File: config.mk
export PLATFORM = sky130hd
export DESIGN_NAME = bill_settle
export DESIGN_NICKNAME = d
export VERILOG_FILES = /design/src/rtl/bill_settle_pkg.sv /design/src/rtl/bcd_digit_alu.sv /design/src/rtl/bill_settle.sv
export SDC_FILE = /design/constraint.sdc
export NUM_CORES = 1
export LEC_CHECK = 0
export BUFFER_PORTS_ARGS = -buffer_cell sky130_fd_sc_hd__buf_2
export CAP_MARGIN = 20
export CORE_ASPECT_RATIO = 0.7
export CORE_UTILIZATION = 58
export CTS_BUF_LIST = sky130_fd_sc_hd__clkbuf_8
export DETAILED_ROUTE_END_ITERATION = 7
export GPL_ROUTABILITY_DRIVEN = 0
export GPL_TIMING_DRIVEN = 0
export PLACE_DENSITY_LB_ADDON = 0.2
export SLEW_MARGIN = 5
export SYNTH_ARGS = -nofsm -noshare
export SYNTH_HDL_FRONTEND = slang
export SYNTH_HIERARCHICAL = 1
export SYNTH_SLANG_ARGS = --single-unit
File: constraint.sdc
create_clock -name clk -period 6 [get_ports clk]
set_input_delay 0.9 -clock clk [delete_from_list [all_inputs] [get_ports clk]]
set_output_delay 0.9 -clock clk [all_outputs]
set_load 0.1 [all_outputs]
File: src/rtl/bill_settle_pkg.sv
`default_nettype none
// ============================================================================
// Module      : bill_settle_pkg
// Description : Shared types and constants for the washer billing stage:
//               FSM state encoding, wash mode codes, BCD digit type,
//               7-segment glyphs {dp,g,f,e,d,c,b,a} and small BCD helpers.
// Revision    : 1.0 - initial release
// ============================================================================
package bill_settle_pkg;

  typedef enum logic [2:0] {
    ST_IDLE = 3'd0,
    ST_LOAD = 3'd1,
    ST_ADD  = 3'd2,
    ST_SUB  = 3'd3,
    ST_NEG  = 3'd4,
    ST_SHOW = 3'd5,
    ST_DONE = 3'd6
  } state_t;

  localparam logic [2:0] c_MODE_DRY    = 3'd0;
  localparam logic [2:0] c_MODE_SMALL  = 3'd1;
  localparam logic [2:0] c_MODE_MEDIUM = 3'd2;
  localparam logic [2:0] c_MODE_BIG    = 3'd3;

  typedef logic [3:0] bcd_t;

  localparam logic [7:0] c_SEG_0     = 8'h3F;
  localparam logic [7:0] c_SEG_1     = 8'h06;
  localparam logic [7:0] c_SEG_2     = 8'h5B;
  localparam logic [7:0] c_SEG_3     = 8'h4F;
  localparam logic [7:0] c_SEG_4     = 8'h66;
  localparam logic [7:0] c_SEG_5     = 8'h6D;
  localparam logic [7:0] c_SEG_6     = 8'h7D;
  localparam logic [7:0] c_SEG_7     = 8'h07;
  localparam logic [7:0] c_SEG_8     = 8'h7F;
  localparam logic [7:0] c_SEG_9     = 8'h6F;
  localparam logic [7:0] c_SEG_C     = 8'h39;
  localparam logic [7:0] c_SEG_DASH  = 8'h40;
  localparam logic [7:0] c_SEG_BLANK = 8'h00;

  function automatic logic [7:0] seg7(input bcd_t d);
    logic [7:0] g;
    case (d)
      4'd0:    g = c_SEG_0;
      4'd1:    g = c_SEG_1;
      4'd2:    g = c_SEG_2;
      4'd3:    g = c_SEG_3;
      4'd4:    g = c_SEG_4;
      4'd5:    g = c_SEG_5;
      4'd6:    g = c_SEG_6;
      4'd7:    g = c_SEG_7;
      4'd8:    g = c_SEG_8;
      4'd9:    g = c_SEG_9;
      default: g = c_SEG_BLANK;
    endcase
    return g;
  endfunction

  // Digit 0 = units, 1 = tens, 2 = hundreds.
  function automatic bcd_t bcd_pick(input logic [11:0] v, input logic [1:0] idx);
    bcd_t d;
    case (idx)
      2'd0:    d = v[3:0];
      2'd1:    d = v[7:4];
      default: d = v[11:8];
    endcase
    return d;
  endfunction

  function automatic logic [11:0] bcd_put(input logic [11:0] v, input logic [1:0] idx,
                                          input bcd_t d);
    logic [11:0] r;
    r = v;
    case (idx)
      2'd0:    r[3:0]  = d;
      2'd1:    r[7:4]  = d;
      default: r[11:8] = d;
    endcase
    return r;
  endfunction

endpackage
`default_nettype wire

File: src/rtl/bcd_digit_alu.sv
`default_nettype none
// ============================================================================
// Module      : bcd_digit_alu
// Description : One BCD digit adder/subtractor with carry/borrow chaining.
//               Shared serially across units/tens/hundreds by bill_settle.
// Ports       : a, b   - BCD operand digits
//               cin    - carry in (add) or borrow in (sub)
//               sub    - 1 = a - b - cin, 0 = a + b + cin
//               y      - BCD result digit
//               cout   - carry out (add) or borrow out (sub)
// Revision    : 1.0 - initial release
// ============================================================================
module bcd_digit_alu
  import bill_settle_pkg::*;
(
  input  logic [3:0] a,
  input  logic [3:0] b,
  input  logic       cin,
  input  logic       sub,
  output logic [3:0] y,
  output logic       cout
);

  logic [4:0] w_sum;
  logic [4:0] w_diff;
  bcd_t       w_y_add;
  bcd_t       w_y_sub;

  always_comb begin
    w_sum   = {1'b0, a} + {1'b0, b} + {4'd0, cin};
    w_diff  = {1'b0, a} - {1'b0, b} - {4'd0, cin};
    // Sum peaks at 19 and difference bottoms at -10, so 5 bits suffice and
    // a single +/-10 correction brings either back into 0..9.
    w_y_add = (w_sum > 5'd9) ? 4'(w_sum - 5'd10) : w_sum[3:0];
    w_y_sub = w_diff[4] ? 4'(w_diff + 5'd10) : w_diff[3:0];
    if (sub) begin
      y    = w_y_sub;
      cout = w_diff[4];
    end else begin
      y    = w_y_add;
      cout = (w_sum > 5'd9);
    end
  end

endmodule
`default_nettype wire

File: src/rtl/bill_settle.sv
`default_nettype none
// ============================================================================
// Module      : bill_settle
// Description : Washer billing stage. Computes charge = price (+ overtime
//               fine), deducts it from the BCD balance digit-serially and
//               shows charge / new balance on a 4-digit multiplexed display.
//               Build option: define BILL_FINE_EN to add the late fine;
//               otherwise late/setfine are ignored.
// Ports       : clk, rst (async, active-low), en (stage active level),
//               m_pos/u_pos/d_pos (button pulses), bal_in, mode,
//               dy/s/m/b_price, setfine, late (BCD inputs),
//               led/ena (display), st_light (lamps), bal_out/bal_neg
//               (new balance), next (billing complete level).
// Revision    : 1.0 - initial release
// ============================================================================
module bill_settle
  import bill_settle_pkg::*;
#(
  parameter int REFRESH_DIV = 100000
) (
  input  logic        clk,
  input  logic        rst,
  input  logic        en,
  input  logic        m_pos,
  input  logic        u_pos,
  input  logic        d_pos,
  input  logic [11:0] bal_in,
  input  logic [2:0]  mode,
  input  logic [11:0] dy_price,
  input  logic [11:0] s_price,
  input  logic [11:0] m_price,
  input  logic [11:0] b_price,
  input  logic [11:0] setfine,
  input  logic        late,
  output logic [7:0]  led,
  output logic [3:0]  ena,
  output logic [7:0]  st_light,
  output logic [11:0] bal_out,
  output logic        bal_neg,
  output logic        next
);

  localparam int c_DIV_W = (REFRESH_DIV > 1) ? $clog2(REFRESH_DIV) : 1;

  state_t             r_state;
  state_t             w_state_nxt;
  logic [11:0]        r_bal;
  logic [11:0]        r_price;
  logic [11:0]        r_fine;
  logic [11:0]        r_charge;
  logic [11:0]        r_bal_out;
  logic [7:0]         r_tmp;
  logic [1:0]         r_idx;
  logic [1:0]         r_digit;
  logic [c_DIV_W-1:0] r_div;
  logic               r_carry;
  logic               r_late;
  logic               r_err;
  logic               r_sat;
  logic               r_neg;
  logic               r_page;

  logic [11:0]        w_price_sel;
  logic [11:0]        w_fine_sel;
  logic               w_late_sel;
  logic               w_mode_err;
  logic [3:0]         w_a;
  logic [3:0]         w_b;
  logic [3:0]         w_y;
  logic               w_cin;
  logic               w_sub;
  logic               w_cout;
  logic               w_last;
  logic               w_shown;

  // ---------------------------------------------------------------- inputs
  always_comb begin
    w_price_sel = 12'h000;
    case (mode)
      c_MODE_DRY:    w_price_sel = dy_price;
      c_MODE_SMALL:  w_price_sel = s_price;
      c_MODE_MEDIUM: w_price_sel = m_price;
      c_MODE_BIG:    w_price_sel = b_price;
      default:       w_price_sel = 12'h000;
    endcase
  end
  assign w_mode_err = (mode > c_MODE_BIG);

`ifdef BILL_FINE_EN
  assign w_fine_sel = late ? setfine : 12'h000;
  assign w_late_sel = late;
`else
  // Fine disabled: adding zero keeps the ADD phase, and so the latency, intact.
  logic w_unused_fine;
  assign w_fine_sel    = 12'h000;
  assign w_late_sel    = 1'b0;
  assign w_unused_fine = ^{late, setfine};
`endif

  // ------------------------------------------------------------ digit ALU
  assign w_last = (r_idx == 2'd2);
  assign w_cin  = (r_idx == 2'd0) ? 1'b0 : r_carry;

  always_comb begin
    w_a   = 4'd0;
    w_b   = 4'd0;
    w_sub = 1'b0;
    case (r_state)
      ST_ADD: begin
        w_a = bcd_pick(r_price, r_idx);
        w_b = bcd_pick(r_fine, r_idx);
      end
      ST_SUB: begin
        w_a   = bcd_pick(r_bal, r_idx);
        w_b   = bcd_pick(r_charge, r_idx);
        w_sub = 1'b1;
      end
      ST_NEG: begin
        w_a   = bcd_pick(r_charge, r_idx);
        w_b   = bcd_pick(r_bal, r_idx);
        w_sub = 1'b1;
      end
      default: ;
    endcase
  end

  bcd_digit_alu u_alu (
    .a    (w_a),
    .b    (w_b),
    .cin  (w_cin),
    .sub  (w_sub),
    .y    (w_y),
    .cout (w_cout)
  );

  // ------------------------------------------------------------------ FSM
  always_ff @(posedge clk or negedge rst) begin
    if (!rst) r_state <= ST_IDLE;
    else      r_state <= w_state_nxt;
  end

  always_comb begin
    w_state_nxt = r_state;
    if (!en) begin
      w_state_nxt = ST_IDLE;
    end else begin
      case (r_state)
        ST_IDLE: w_state_nxt = ST_LOAD;
        ST_LOAD: w_state_nxt = ST_ADD;
        ST_ADD:  if (w_last) w_state_nxt = ST_SUB;
        ST_SUB:  if (w_last) w_state_nxt = w_cout ? ST_NEG : ST_SHOW;
        ST_NEG:  if (w_last) w_state_nxt = ST_SHOW;
        ST_SHOW: if (m_pos)  w_state_nxt = ST_DONE;
        ST_DONE: w_state_nxt = ST_DONE;
        default: w_state_nxt = ST_IDLE;
      endcase
    end
  end

  // ------------------------------------------------------------- datapath
  always_ff @(posedge clk or negedge rst) begin
    if (!rst) begin
      r_bal     <= 12'h000;
      r_price   <= 12'h000;
      r_fine    <= 12'h000;
      r_charge  <= 12'h000;
      r_bal_out <= 12'h000;
      r_tmp     <= 8'h00;
      r_idx     <= 2'd0;
      r_carry   <= 1'b0;
      r_late    <= 1'b0;
      r_err     <= 1'b0;
      r_sat     <= 1'b0;
      r_neg     <= 1'b0;
      r_page    <= 1'b0;
    end else begin
      r_carry <= w_cout;
      if (w_state_nxt == ST_IDLE) begin
        // Abort / leave: everything visible goes back to zero next cycle.
        r_charge  <= 12'h000;
        r_bal_out <= 12'h000;
        r_idx     <= 2'd0;
        r_late    <= 1'b0;
        r_err     <= 1'b0;
        r_sat     <= 1'b0;
        r_neg     <= 1'b0;
        r_page    <= 1'b0;
      end else begin
        if ((r_state == ST_ADD || r_state == ST_SUB || r_state == ST_NEG) && !w_last)
          r_idx <= r_idx + 2'd1;
        else
          r_idx <= 2'd0;

        case (r_state)
          ST_LOAD: begin
            r_bal     <= bal_in;
            r_price   <= w_price_sel;
            r_fine    <= w_fine_sel;
            r_late    <= w_late_sel;
            r_err     <= w_mode_err;
            r_sat     <= 1'b0;
            r_neg     <= 1'b0;
            r_charge  <= 12'h000;
            r_bal_out <= 12'h000;
          end
          ST_ADD: begin
            r_charge <= bcd_put(r_charge, r_idx, w_y);
            if (w_last && w_cout) begin
              r_charge <= 12'h999;
              r_sat    <= 1'b1;
            end
          end
          ST_SUB: begin
            if (r_idx == 2'd0) r_tmp[3:0] <= w_y;
            else if (r_idx == 2'd1) r_tmp[7:4] <= w_y;
            else if (!w_cout) begin
              r_bal_out <= {w_y, r_tmp};
              r_neg     <= 1'b0;
            end
          end
          ST_NEG: begin
            if (r_idx == 2'd0) r_tmp[3:0] <= w_y;
            else if (r_idx == 2'd1) r_tmp[7:4] <= w_y;
            else begin
              r_bal_out <= {w_y, r_tmp};
              r_neg     <= 1'b1;
            end
          end
          ST_SHOW: begin
            // Confirm wins over page selection in the same cycle.
            if (!m_pos) begin
              if (u_pos)      r_page <= 1'b0;
              else if (d_pos) r_page <= 1'b1;
            end
          end
          default: ;
        endcase

        if (w_state_nxt == ST_SHOW && r_state != ST_SHOW)
          r_page <= 1'b0;
      end
    end
  end

  // -------------------------------------------------------- display scan
  assign w_shown = (r_state == ST_SHOW) || (r_state == ST_DONE);

  always_ff @(posedge clk or negedge rst) begin
    if (!rst) begin
      r_div   <= '0;
      r_digit <= 2'd0;
    end else if (w_shown) begin
      if (r_div == c_DIV_W'(REFRESH_DIV - 1)) begin
        r_div   <= '0;
        r_digit <= r_digit + 2'd1;
      end else begin
        r_div <= r_div + 1'b1;
      end
    end else begin
      r_div   <= '0;
      r_digit <= 2'd0;
    end
  end

  always_comb begin
    ena = 4'b0000;
    led = c_SEG_BLANK;
    if (w_shown) begin
      ena = 4'b0001 << r_digit;
      if (r_digit == 2'd3)
        led = r_page ? (r_neg ? c_SEG_DASH : c_SEG_BLANK) : c_SEG_C;
      else
        led = seg7(bcd_pick(r_page ? r_bal_out : r_charge, r_digit));
    end
  end

  // --------------------------------------------------------------- status
  assign st_light = {1'b0, r_sat, r_err, r_late, r_neg,
                     (r_state == ST_DONE), (r_state == ST_SHOW),
                     (r_state == ST_LOAD || r_state == ST_ADD ||
                      r_state == ST_SUB  || r_state == ST_NEG)};
  assign bal_out  = r_bal_out;
  assign bal_neg  = r_neg;
  assign next     = (r_state == ST_DONE);

endmodule
`default_nettype wire
==> results.md <==
- Unrepaired setup endpoints after global routing: false
- Worst Hold Class: input pin to asynchronous set/reset pin
- Drt wl/cell: 16.9 um
- Nets: 798
- Die ar.: 10,400 um2
- Top cells by area, synth: dfrtp_1, ha_1, mux2_4, mux4_2, nor2_1
- Max Cap Violations: 0
- Netlist cell types: 70
- Clk root buf: clkbuf_8
- Final worst path period need: 5.69 ns
- Final Worst Setup Slack: 0.306 ns
- Via-to-Cell Ratio: 5.92
- DRT iter0 DRCs: 394
- WHS: 0.466 ns
- Predominant post-synthesis flop cell: dfrtp_1
- Inserted Clock Buffers: 9
- Global-route wire length before repair: 23,100 um
- Total core area: 9680 um2
- Number of global-route vias before repair: 4,654
- Max-slew headroom: 47.2%
- Die W: 121 um
- Placement Setup Slack: -0.323 ns
- TritonCTS clock tree: yes
- Slew @ Worst Pin: 0.786 ns
- Layout cell share with drive strength beyond 1: 29.6%
- Post-synth ARST share: 100%
- Yosys warning total: 6
- Lkg Pwr: 3.20 nW
- Ports: 116
- Synth Area per Inst: 10.0 um2
- # fillers: 767
- Cell taking the most area after synthesis: dfrtp_1
- Synth Instances: 575
- Total GRT Usage: 29.0%
- Grt ovf: 0
- Number of synthesized flops with an enable pin: 0
- Peak supply drop: 151 uV
- Pwr dens: 245 nW/um2
- Synth top area share: 36.8%
- Worst Path Arrival: 5.95 ns
- Num Clock Sinks: 85
- Vias: 4,863
- Final critical-path share of the clock period: 94.9%
- Rows: 30
- Register area: 2130 um2
- Setup CP Type: flop to flop
- Crit. End Element: flop
- CTS Buffer Depth: 2
- Multi-input gate area: 3350 um2
- CP required: 6.25 ns
- Pins Over Slew Limit: 0
- Post-route ant nets: 0
- Reg clk slew, reported paths: 0.09 ns
- Synth Cell Area: 5770 um2
- Count of state elements after synthesis: 85
- Layout Skew: 0.00758 ns
- Setup-failing EPs final: 0
- DRT Wirelength: 13,900 um
- Final Hold Violating Endpoints: 0
- Antenna violations before repair: 0
- Initial Util: 59.6%
- Seq/Total Area, Yosys: 36.8%
- Detailed Routing Iterations Pass 1: 6
- Clock Latency Late Sink: 0.36 ns
- Ant diodes: 0
- IO Port Bufs: 99
- Area Overhead vs Synth: 15.3%
- CP startpoint kind: flop
- Die Span Y: 85.5 um
- Highest Clock Rate: 176 MHz
- H-tree levels: 3
- Worst Path Max Fanout: 10
- DPL Wire Length: 10,700 um
- Residual DRC: 0
- Largest net degree at the start of global routing: 55
- Status: complete, no violations
==> Yosys cell counts (9+ instances only) <==
cell / count
a22o_1: 14
o22ai_1: 12
dfrtp_1: 85
clkbuf_1: 14
xnor2_1: 9
buf_2: 12
xor2_1: 13
nor2b_1: 18
nor2_1: 67
a21oi_1: 38
a22oi_1: 17
and3_1: 11
inv_1: 19
mux2_2: 15
mux2_4: 18
mux4_2: 12
nand2b_1: 15
nand2_1: 38
ha_1: 24
mux2i_1: 12
==> area by class of cell <==
cell class,instances,area share (%)
Sequential cell,85,31.9
Inverter,20,1.13
Multi-Input combinational cell,433,50.3
Tap cell,128,2.41
Clock buffer,9,1.86
Buffer,37,3.55
Clock inverter,7,0.658
Timing Repair Buffer,102,8.12
==> logic make-up (layout without fill, tap and decap cells) <==
family                     count (synthesis)  in the layout  synth area share, %
AOI/OAI and AO/OA                        122            122                 15.1
xor gates and xnor gates                  22             22                 3.34
adders and majority gates                 28             28                 6.59
buffers and inverters                     59            175                 5.44
DFF                                       85             85                 36.8
muxes                                     63             63                 15.5
other                                      1              3               0.0650
and+or+nand+nor                          195            195                 17.1
==> cells in the final DEF, fill, tap and decap left out, drive strengths merged, types with 13 or more instances in the layout <==
cell    Yosys  layout
nor2b      18      18
a21oi      38      38
inv        19      22
nor2       68      68
buf        25     127
ha         24      24
xor2       13      13
clkbuf     14      21
nand2b     15      15
a22o       14      14
a22oi      17      17
nand2      38      38
mux2       39      39
dfrtp      85      85
==> critical path: stages, from the launching register on <==
cell      delay [ns]
dfrtp_1         0.39
inv_1           0.09
ha_1            0.27
clkbuf_2        0.24
a22o_1          0.24
a21oi_1         0.27
nor2_1          0.07
nor2_1          0.11
o22ai_1         0.15
fa_1            0.52
fa_1            0.42
xor2_1          0.19
ha_1            0.27
a221oi_2        0.38
o31a_2          0.29
and2_1          0.32
o221ai_2        0.19
a311oi_4        0.34
nand2b_1        0.18
buf_6           0.15
buf_12          0.15
mux2_1          0.32
==> stage by stage <==
| step | utilization, % | total power [mW] | TNS, ns | cell area, um2 | std cells |
|---|---|---|---|---|---|
| finish | 68.7 | 1.63 | 0 | 6660 | 821 |
| global route | 68.7 | 1.72 | 0 | 6660 | 821 |
| CTS | 68.6 | 1.63 | 0 | 6650 | 821 |
| detailed placement | 66.8 | 1.27 | -10.47 | 6470 | 805 |
| global placement | 66.5 | 1.24 | -4.46 | 6440 | 804 |
| floorplan | - | 1.12 | 0 | 5780 | 577 |
==> layer usage <==
| metal | part of all wire (%) | vias up | global-route usage (%) |
|---|---|---|---|
| met3 | 7.0 | 21 | 6.12 |
| met5 | 0 | - | 0 |
| met1 | 46 | 2377 | 43.0 |
| met2 | 45 | 173 | 43.1 |
| met4 | 1.4 | 0 | 7.41 |
| li1 | - | 2292 | - |
==> where the power goes <==
group,internal [mW],leakage (nW),switching [mW]
clock,0.148,0.0842,0.211
sequential,0.662,1.14,0.0564
combinational,0.257,1.97,0.297
==> sequential cells by signal, indices dropped and copies added, names as in the netlist <==
signal / flops
r_err: 1
r_price: 12
bal_neg: 1
r_charge: 12
r_carry: 1
r_page: 1
r_state: 3
r_div: 17
r_digit: 2
r_tmp: 8
r_bal: 12
r_sat: 1
bal_out: 12
r_idx: 2
==> path summary, 6_finish.rpt <==
path | from | slack, ns | to | depth (start not counted)
setup / recovery | r_idx[0] | 0.31 | r_bal[0] | 21
hold / removal | rst | 0.47 | r_price[7] | 1
setup reg to reg | r_idx[0] | 0.31 | r_bal[0] | 21
hold reg to reg | r_div[0] | 0.48 | r_div[0] | 1
max in group asynchronous | rst | 4.92 | bal_neg | 2
min in group clk | r_div[0] | 0.48 | r_div[0] | 1
==> timing repair <==
action                                  CTS  global route
endpoints found under the setup margin   52            52
buffers inserted                          0             2
resized for setup                         4             6
pin swaps                                 0             1
hold buffers                              0             0
Power figures use the tool's default switching activity.
